File: src/rtl/hazard_ctrl_pkg.sv
// Shared types and helpers for the LEGv8 hazard sequencer.
// Holds the FSM state encoding, forwarding-select codes and the register-match test.
package hazard_pkg;

    localparam int REG_W = 5;
    localparam logic [REG_W-1:0] ZERO_REG = 5'd31;

    typedef logic [REG_W-1:0] reg_t;

    typedef enum logic [1:0] {
        RUN   = 2'd0,
        STALL = 2'd1,
        FLUSH = 2'd2
    } state_t;

    localparam logic [1:0] FWD_REG   = 2'b00;
    localparam logic [1:0] FWD_EXMEM = 2'b10;
    localparam logic [1:0] FWD_MEMWB = 2'b01;

    // XZR never creates a dependency, whichever side it appears on.
    function automatic logic reg_match(input logic use_x, input reg_t x, input reg_t r,
                                       input reg_t zero);
        return use_x && (r != zero) && (x == r);
    endfunction

endpackage

File: src/rtl/hazard_ctrl_if.sv
// Pipeline-side signal bundle for hazard_ctrl.
// master = pipeline (drives specifiers/control), slave = hazard sequencer.
interface hazard_ctrl_if #(
    parameter int REG_W = 5,
    parameter int CNT_W = 32
);
    logic [REG_W-1:0] ifid_rn, ifid_rm;
    logic             ifid_use_rn, ifid_use_rm;
    logic [REG_W-1:0] idex_rn, idex_rm, idex_rd;
    logic             idex_regwrite, idex_memread;
    logic [REG_W-1:0] exmem_rd;
    logic             exmem_regwrite;
    logic [REG_W-1:0] memwb_rd;
    logic             memwb_regwrite;
    logic             exmem_take_branch;

    logic             pc_write, ifid_write, idex_bubble;
    logic             ifid_flush, idex_flush, exmem_flush;
    logic [1:0]       fwd_a, fwd_b;
    logic [CNT_W-1:0] stall_cycles, flush_events;
    logic             stall_timeout;

    modport master (
        output ifid_rn, ifid_rm, ifid_use_rn, ifid_use_rm,
               idex_rn, idex_rm, idex_rd, idex_regwrite, idex_memread,
               exmem_rd, exmem_regwrite, memwb_rd, memwb_regwrite, exmem_take_branch,
        input  pc_write, ifid_write, idex_bubble, ifid_flush, idex_flush, exmem_flush,
               fwd_a, fwd_b, stall_cycles, flush_events, stall_timeout
    );

    modport slave (
        input  ifid_rn, ifid_rm, ifid_use_rn, ifid_use_rm,
               idex_rn, idex_rm, idex_rd, idex_regwrite, idex_memread,
               exmem_rd, exmem_regwrite, memwb_rd, memwb_regwrite, exmem_take_branch,
        output pc_write, ifid_write, idex_bubble, ifid_flush, idex_flush, exmem_flush,
               fwd_a, fwd_b, stall_cycles, flush_events, stall_timeout
    );
endinterface

File: src/rtl/hazard_ctrl_fwd_unit.sv
// EX-stage forwarding selects; EX/MEM result takes precedence over MEM/WB data.
module fwd_unit
    import hazard_pkg::*;
#(
    parameter int REG_W    = 5,
    parameter int ZERO_REG = 31
) (
    input  logic [REG_W-1:0] idex_rn,
    input  logic [REG_W-1:0] idex_rm,
    input  logic [REG_W-1:0] exmem_rd,
    input  logic             exmem_regwrite,
    input  logic [REG_W-1:0] memwb_rd,
    input  logic             memwb_regwrite,
    output logic [1:0]       fwd_a,
    output logic [1:0]       fwd_b
);
    localparam reg_t ZR = reg_t'(ZERO_REG);

    always_comb begin
        fwd_a = FWD_REG;
        fwd_b = FWD_REG;
        if (reg_match(exmem_regwrite, idex_rn, exmem_rd, ZR))
            fwd_a = FWD_EXMEM;
        else if (reg_match(memwb_regwrite, idex_rn, memwb_rd, ZR))
            fwd_a = FWD_MEMWB;
        if (reg_match(exmem_regwrite, idex_rm, exmem_rd, ZR))
            fwd_b = FWD_EXMEM;
        else if (reg_match(memwb_regwrite, idex_rm, memwb_rd, ZR))
            fwd_b = FWD_MEMWB;
    end
endmodule

File: src/rtl/hazard_ctrl.sv
// Hazard sequencer for the 5-stage LEGv8 pipeline: stalls, branch flushes, forwarding, perf counters.
// Define HAZARD_CTRL_FWD_EN for forwarding (load-use stalls only); otherwise full RAW stalls.
module hazard_ctrl
    import hazard_pkg::*;
#(
    parameter int REG_W     = 5,
    parameter int ZERO_REG  = 31,
    parameter int CNT_W     = 32,
    parameter int MAX_STALL = 4
) (
    input logic        clk,
    input logic        reset,
    hazard_ctrl_if.slave hz
);
    localparam reg_t ZR = reg_t'(ZERO_REG);
    localparam int SC_W = $clog2(MAX_STALL + 1);
    localparam logic [SC_W-1:0] SC_MAX  = SC_W'(MAX_STALL);
    localparam logic [SC_W-1:0] SC_LAST = SC_W'(MAX_STALL - 1);

    state_t          state;
    logic [SC_W-1:0] stall_cnt;
    logic            hazard_src, branch, stall;
    logic [1:0]      fa_raw, fb_raw;

    always_comb begin
`ifdef HAZARD_CTRL_FWD_EN
        hazard_src = hz.idex_memread && hz.idex_regwrite &&
                     (reg_match(hz.ifid_use_rn, hz.ifid_rn, hz.idex_rd, ZR) ||
                      reg_match(hz.ifid_use_rm, hz.ifid_rm, hz.idex_rd, ZR));
`else
        hazard_src =
            (hz.idex_regwrite  && (reg_match(hz.ifid_use_rn, hz.ifid_rn, hz.idex_rd, ZR) ||
                                   reg_match(hz.ifid_use_rm, hz.ifid_rm, hz.idex_rd, ZR))) ||
            (hz.exmem_regwrite && (reg_match(hz.ifid_use_rn, hz.ifid_rn, hz.exmem_rd, ZR) ||
                                   reg_match(hz.ifid_use_rm, hz.ifid_rm, hz.exmem_rd, ZR))) ||
            (hz.memwb_regwrite && (reg_match(hz.ifid_use_rn, hz.ifid_rn, hz.memwb_rd, ZR) ||
                                   reg_match(hz.ifid_use_rm, hz.ifid_rm, hz.memwb_rd, ZR)));
`endif
        // Reset forces idle; FLUSH means the older stages hold bubbles, so no hazard is real.
        branch = reset && hz.exmem_take_branch;
        stall  = reset && (state != FLUSH) && hazard_src && !branch;
    end

`ifdef HAZARD_CTRL_FWD_EN
    fwd_unit #(.REG_W(REG_W), .ZERO_REG(ZERO_REG)) u_fwd (
        .idex_rn        (hz.idex_rn),
        .idex_rm        (hz.idex_rm),
        .exmem_rd       (hz.exmem_rd),
        .exmem_regwrite (hz.exmem_regwrite),
        .memwb_rd       (hz.memwb_rd),
        .memwb_regwrite (hz.memwb_regwrite),
        .fwd_a          (fa_raw),
        .fwd_b          (fb_raw)
    );
`else
    assign fa_raw = FWD_REG;
    assign fb_raw = FWD_REG;
`endif

    assign hz.pc_write    = !stall;
    assign hz.ifid_write  = !stall;
    assign hz.idex_bubble = stall;
    assign hz.ifid_flush  = branch;
    assign hz.idex_flush  = branch;
    assign hz.exmem_flush = branch;
    assign hz.fwd_a       = reset ? fa_raw : FWD_REG;
    assign hz.fwd_b       = reset ? fb_raw : FWD_REG;

    always_ff @(posedge clk) begin
        if (!reset) begin
            state            <= RUN;
            stall_cnt        <= '0;
            hz.stall_cycles  <= '0;
            hz.flush_events  <= '0;
            hz.stall_timeout <= 1'b0;
        end else begin
            if (branch)
                state <= FLUSH;
            else if (stall)
                state <= STALL;
            else
                state <= RUN;

            if (stall && (hz.stall_cycles != '1))
                hz.stall_cycles <= hz.stall_cycles + CNT_W'(1);
            if (branch && (hz.flush_events != '1))
                hz.flush_events <= hz.flush_events + CNT_W'(1);

            // Run length saturates at MAX_STALL; the flag is set as the run reaches it.
            if (!stall)
                stall_cnt <= '0;
            else if (stall_cnt != SC_MAX)
                stall_cnt <= stall_cnt + SC_W'(1);
            if (stall && (stall_cnt == SC_LAST))
                hz.stall_timeout <= 1'b1;
        end
    end
endmodule

File: src/flat_wrapper.sv
// flat-port wrapper written by rule: the top's interface ports become plain ports
module hazard_ctrl_flat import hazard_pkg::*;
#(
    parameter int REG_W     = 5,
    parameter int ZERO_REG  = 31,
    parameter int CNT_W     = 32,
    parameter int MAX_STALL = 4
)
  (clk, reset, hz_ifid_rn, hz_ifid_rm, hz_ifid_use_rn, hz_ifid_use_rm, hz_idex_rn, hz_idex_rm, hz_idex_rd, hz_idex_regwrite, hz_idex_memread, hz_exmem_rd, hz_exmem_regwrite, hz_memwb_rd, hz_memwb_regwrite, hz_exmem_take_branch, hz_pc_write, hz_ifid_write, hz_idex_bubble, hz_ifid_flush, hz_idex_flush, hz_exmem_flush, hz_fwd_a, hz_fwd_b, hz_stall_cycles, hz_flush_events, hz_stall_timeout);
  hazard_ctrl_if #(.REG_W(REG_W), .CNT_W(CNT_W)) hz_i ();
  input logic clk;
  input logic reset;
  input wire logic [$bits(hz_i.ifid_rn)-1:0] hz_ifid_rn;
  input wire logic [$bits(hz_i.ifid_rm)-1:0] hz_ifid_rm;
  input wire logic [$bits(hz_i.ifid_use_rn)-1:0] hz_ifid_use_rn;
  input wire logic [$bits(hz_i.ifid_use_rm)-1:0] hz_ifid_use_rm;
  input wire logic [$bits(hz_i.idex_rn)-1:0] hz_idex_rn;
  input wire logic [$bits(hz_i.idex_rm)-1:0] hz_idex_rm;
  input wire logic [$bits(hz_i.idex_rd)-1:0] hz_idex_rd;
  input wire logic [$bits(hz_i.idex_regwrite)-1:0] hz_idex_regwrite;
  input wire logic [$bits(hz_i.idex_memread)-1:0] hz_idex_memread;
  input wire logic [$bits(hz_i.exmem_rd)-1:0] hz_exmem_rd;
  input wire logic [$bits(hz_i.exmem_regwrite)-1:0] hz_exmem_regwrite;
  input wire logic [$bits(hz_i.memwb_rd)-1:0] hz_memwb_rd;
  input wire logic [$bits(hz_i.memwb_regwrite)-1:0] hz_memwb_regwrite;
  input wire logic [$bits(hz_i.exmem_take_branch)-1:0] hz_exmem_take_branch;
  output wire logic [$bits(hz_i.pc_write)-1:0] hz_pc_write;
  output wire logic [$bits(hz_i.ifid_write)-1:0] hz_ifid_write;
  output wire logic [$bits(hz_i.idex_bubble)-1:0] hz_idex_bubble;
  output wire logic [$bits(hz_i.ifid_flush)-1:0] hz_ifid_flush;
  output wire logic [$bits(hz_i.idex_flush)-1:0] hz_idex_flush;
  output wire logic [$bits(hz_i.exmem_flush)-1:0] hz_exmem_flush;
  output wire logic [$bits(hz_i.fwd_a)-1:0] hz_fwd_a;
  output wire logic [$bits(hz_i.fwd_b)-1:0] hz_fwd_b;
  output wire logic [$bits(hz_i.stall_cycles)-1:0] hz_stall_cycles;
  output wire logic [$bits(hz_i.flush_events)-1:0] hz_flush_events;
  output wire logic [$bits(hz_i.stall_timeout)-1:0] hz_stall_timeout;
  assign hz_i.ifid_rn = hz_ifid_rn;
  assign hz_i.ifid_rm = hz_ifid_rm;
  assign hz_i.ifid_use_rn = hz_ifid_use_rn;
  assign hz_i.ifid_use_rm = hz_ifid_use_rm;
  assign hz_i.idex_rn = hz_idex_rn;
  assign hz_i.idex_rm = hz_idex_rm;
  assign hz_i.idex_rd = hz_idex_rd;
  assign hz_i.idex_regwrite = hz_idex_regwrite;
  assign hz_i.idex_memread = hz_idex_memread;
  assign hz_i.exmem_rd = hz_exmem_rd;
  assign hz_i.exmem_regwrite = hz_exmem_regwrite;
  assign hz_i.memwb_rd = hz_memwb_rd;
  assign hz_i.memwb_regwrite = hz_memwb_regwrite;
  assign hz_i.exmem_take_branch = hz_exmem_take_branch;
  assign hz_pc_write = hz_i.pc_write;
  assign hz_ifid_write = hz_i.ifid_write;
  assign hz_idex_bubble = hz_i.idex_bubble;
  assign hz_ifid_flush = hz_i.ifid_flush;
  assign hz_idex_flush = hz_i.idex_flush;
  assign hz_exmem_flush = hz_i.exmem_flush;
  assign hz_fwd_a = hz_i.fwd_a;
  assign hz_fwd_b = hz_i.fwd_b;
  assign hz_stall_cycles = hz_i.stall_cycles;
  assign hz_flush_events = hz_i.flush_events;
  assign hz_stall_timeout = hz_i.stall_timeout;
  hazard_ctrl #(.REG_W(REG_W), .ZERO_REG(ZERO_REG), .CNT_W(CNT_W), .MAX_STALL(MAX_STALL)) u_core (.clk(clk), .reset(reset), .hz(hz_i));
endmodule
File: config.mk
export PLATFORM = sky130hd
export DESIGN_NAME = hazard_ctrl_flat
export DESIGN_NICKNAME = d
export VERILOG_FILES = /design/src/rtl/hazard_ctrl_pkg.sv /design/src/rtl/hazard_ctrl_if.sv /design/src/rtl/hazard_ctrl_fwd_unit.sv /design/src/rtl/hazard_ctrl.sv /design/src/flat_wrapper.sv
export SDC_FILE = /design/constraint.sdc
export NUM_CORES = 1
export LEC_CHECK = 0
export CAP_MARGIN = 20
export CORE_ASPECT_RATIO = 1.5
export CORE_UTILIZATION = 51
export DETAILED_ROUTE_END_ITERATION = 10
export HOLD_SLACK_MARGIN = 0.15
export PLACE_DENSITY = 0.86
export RECOVER_POWER = 50
export SYNTH_ARGS = -nofsm -noshare
export SYNTH_HDL_FRONTEND = slang
export SYNTH_SLANG_ARGS = --single-unit
File: constraint.sdc
create_clock -name clk -period 5 [get_ports clk]
set_input_delay 1 -clock clk [delete_from_list [all_inputs] [get_ports clk]]
set_output_delay 1 -clock clk [all_outputs]
set_load 0.005 [all_outputs]
==> metrics.md <==
| Metric | Value |
|---|---|
| Pwr dens | `239.3 nW/um^2` |
| Placeable Area | `7564 um^2` |
| Average size of a mapped cell | `8.272 um^2` |
| Fin crit share | `86.63%` |
| Tmin final | `4.332 ns` |
| Synth Register Bits | `70` |
| Root Driver | `clkbuf_16` |
| Avg Vias per Cell | `5.962` |
| Port Buffers | `103` |
| DRT met1 WL | `4.083 mm` |
| Crit. End Element | `output pin` |
| Fin area | `5281 um^2` |
| Worst setup SP type | `input port` |
| CP Class | `in2out` |
| Comb power frac | `7.4%` |
| Pre-antenna DRT Iters | `7` |
| Number of synthesized flops with an enable pin | `0` |
| Total global routing overflow | `0` |
| DIE WIDTH | `73.89 um` |
| DR vias | `4036` |
| TritonCTS clock tree | `done` |
| Proportion of layout cells with a drive suffix above 1 | `5.217%` |
| Post-Synthesis Cells | `478` |
| Met2 WL | `5.362 mm` |
| Max-slew violations | `0` |
| Metal3 WL | `565 um` |
| Setup slack, reg-to-reg | `2.30 ns` |
| Register area share after synthesis | `35.44%` |
| R2R cell count | `7` |
| Total track usage | `25.93%` |
| Post-Place Cells | `661` |
| Post-CTS resize count | `0` |
| Ys flop type | `dfxtp_1` |
| Worst min path class | `reg2reg` |
| Worst vdd ir | `0.2887 mV` |
| Final setup violation count | `0` |
| HP Start | `u_core.hz.stall_timeout$_SDFFE_PN0P_` |
| Number of distinct library cells after synthesis | `48` |
| Clock-pin slew on the worst setup and hold paths | `0.05 ns` |
| Maxcap violations | `0` |
| Crit Path Max Fanout | `9` |
| Final hold violations | `0` |
| DR DRC count | `0` |
| CP arrival | `3.33 ns` |
| Chip Height | `109.8 um` |
| Area grow syn2layout | `33.58%` |
| Placed Instance Area | `4997 um^2` |
| CTS max path bufs | `2` |
| H-tree Lvls | `3` |
| Final std cells w/o fill | `677` |
| CTS Buf Count | `9` |
| Hold depth | `1` |
| Top sig layer | `met4` |
| Final #Nets | `619` |
| Synthesis Warnings | `0` |
| Mapped Area | `3954 um^2` |
| Final setup margin | `0.6684 ns` |
| Initial core utilization | `52.27%` |
| Clk pwr share | `48.0%` |
| Vias in the first global route | `3719` |
| Post-route ant nets | `0` |
| R2r startpoint | `u_core.hz.stall_cycles[0]$_SDFFE_PN0P_` |
| Final Skew | `0.003893 ns` |
| Rows | `39` |
| Hold EP | `u_core.hz.stall_timeout$_SDFFE_PN0P_` |
| Leakage | `0.001908 uW` |
| Worst slack, placed | `0.9663 ns` |
| Ant. Diodes | `0` |
| Post-DP HPWL | `7.262 mm` |
| First-pass GRT wire length | `16.35 mm` |
| P_sw | `279.0 uW` |
| CP required | `4.00 ns` |
| Sequential power share | `44.6%` |
| WL/cell | `15.25 um` |
| Total negative setup slack | `0 ns` |
| Slew @ Worst Pin | `0.9639 ns` |
| # clock sinks | `70` |
| GP Congestion | `0.9059` |
| Die area | `8116 um^2` |
| Hold-fix buffers, CTS | `0` |
| Initial antenna violation count | `0` |
| Drt initial violations | `230` |
| Clk Latency, worst-skew pair | `0.33 ns` |
| Switch share | `22.07%` |
| I/O pin cnt | `119` |
| Largest net degree at the start of global routing | `61` |
| RR Endpoint | `u_core.hz.stall_cycles[30]$_SDFFE_PN0P_` |
| Post-synth ARST share | `0%` |
| Int Pwr | `984.9 uW` |
| Post-CTS setup buffers | `0` |
| WL final | `10.32 mm` |
| RSZ-0062 raised after global routing | `no` |
| Relative slew margins | `35.15%` |
| Fmax | `0.2309 GHz` |
| Run status | `finished clean` |
[per-layer routing]
metal | global-route usage [%] | vias up
met4 | 13.74 | 0
met1 | 28.41 | 1907
met2 | 45.67 | 189
met3 | 5.866 | 33
li1 | - | 1907
met5 | 0 | -
[Yosys cell counts, drive strengths merged, types with 5 or more instances]
cell type	number	share of area, %
dfxtp	70	35
and3	19	3.0
inv	12	1.1
ha	5	1.6
o21ai	13	1.6
nor3	19	2.4
nand4	33	5.2
or3	14	2.2
o211ai	7	1.3
clkbuf	11	1.0
and2	5	0.79
xor2	8	1.8
or4	12	2.3
a21oi	23	2.9
nand2	37	3.5
nand3	27	3.5
xnor2	52	12
buf	19	3.1
o31ai	9	1.7
and4	6	1.3
nor4	8	2.0
nor2	35	3.4
[flip-flops by register name, summed over array words and instances, names as in the netlist]
name,flops
u_core.hz.stall_cycles,32
u_core.hz.stall_timeout,1
u_core.hz.flush_events,32
u_core.stall_cnt,3
u_core.state,2
[worst max-delay path: stages]
cell             delay [ns]
dlygate4sd3_1          0.61
and3_1                 0.17
nand3_1                0.08
and3_1                 0.17
a222oi_1               0.33
clkbuf_1               0.38
clkdlybuf4s50_1        0.58
[power groups by stage]
stage | registers [uW] | clock network [uW] | logic, uW
6_report | 563 | 607 | 93.4
5_1_grt | 563 | 645 | 101
4_1_cts | 563 | 612 | 94.2
3_5_place_dp | 575 | 0 | 93.4
3_3_place_gp | 575 | 0 | 90.7
2_1_floorplan | 575 | 0 | 46.3
[metrics by stage]
stage / total power, uW / utilization (%) / hold WS [ns]
2_1_floorplan: 621.3 / - / 0.4601
3_3_place_gp: 665.9 / 66.07 / 0.4480
3_5_place_dp: 668.7 / 66.07 / 0.4517
4_1_cts: 1269 / 69.88 / 0.4644
5_1_grt: 1310 / 69.83 / 0.4695
6_report: 1264 / 69.83 / 0.4560
[cell type report]
cell class,instances,area (um^2)
multi-input combinational,369,2355
fill,607,2282
sequential,70,1401
timing repair buffer,108,1065
clock buffer,13,270.3
tap,102,127.6
inverter,12,45.04
clock inverter,3,17.52
[cell usage in the layout (no fill, tap or decap), types with 3 or more instances in the layout]
cell | synthesis | final
mux2i_1 | 4 | 4
o21a_1 | 4 | 4
inv_1 | 11 | 11
nand2b_1 | 4 | 4
a21oi_1 | 23 | 23
or4_1 | 12 | 12
o31ai_1 | 9 | 9
o22ai_1 | 3 | 3
and3_1 | 19 | 19
nand2_1 | 37 | 37
clkdlybuf4s50_1 | 0 | 37
clkbuf_8 | 0 | 3
nand4_1 | 33 | 33
o211ai_1 | 7 | 7
o31a_1 | 3 | 3
nand3_1 | 26 | 26
and2_1 | 4 | 4
ha_1 | 5 | 5
buf_4 | 11 | 4
xnor2_1 | 52 | 52
nor3_1 | 19 | 19
o21ai_1 | 11 | 11
clkbuf_16 | 0 | 9
conb_1 | 1 | 4
dfxtp_1 | 70 | 70
or3_1 | 14 | 14
nor4_1 | 5 | 5
dlygate4sd3_1 | 0 | 66
nor2_1 | 34 | 34
xor2_1 | 8 | 8
and4_1 | 6 | 6
[how the worst max path moves through the flow]
stage	start	end	slack, ns
2_1_floorplan	hz_exmem_rd[2]	hz_pc_write	1.63
3_3_place_gp	hz_exmem_rd[1]	hz_ifid_write	1.00
3_5_place_dp	hz_exmem_rd[1]	hz_ifid_write	0.97
4_1_cts	hz_exmem_rd[1]	hz_ifid_write	0.96
5_1_grt	hz_exmem_rd[2]	hz_ifid_write	0.55
6_report	hz_exmem_rd[2]	hz_ifid_write	0.67
[cell families (layout without fill, tap and decap cells)]
| family | count (synthesis) | after routing | share of synthesized area (%) |
|---|---|---|---|
| XOR/XNOR | 60 | 60 | 13.29 |
| adder cells (fa/ha/maj) | 5 | 5 | 1.582 |
| AND/OR/NAND/NOR | 229 | 229 | 32.63 |
| other | 1 | 4 | 0.09485 |
| flip-flops | 70 | 70 | 35.44 |
| multiplexers | 4 | 4 | 1.013 |
| buffers and inverters | 42 | 136 | 5.285 |
| AO/OA/AOI/OAI | 67 | 67 | 10.66 |
No activity file was read; power rests on OpenSTA's default activity.
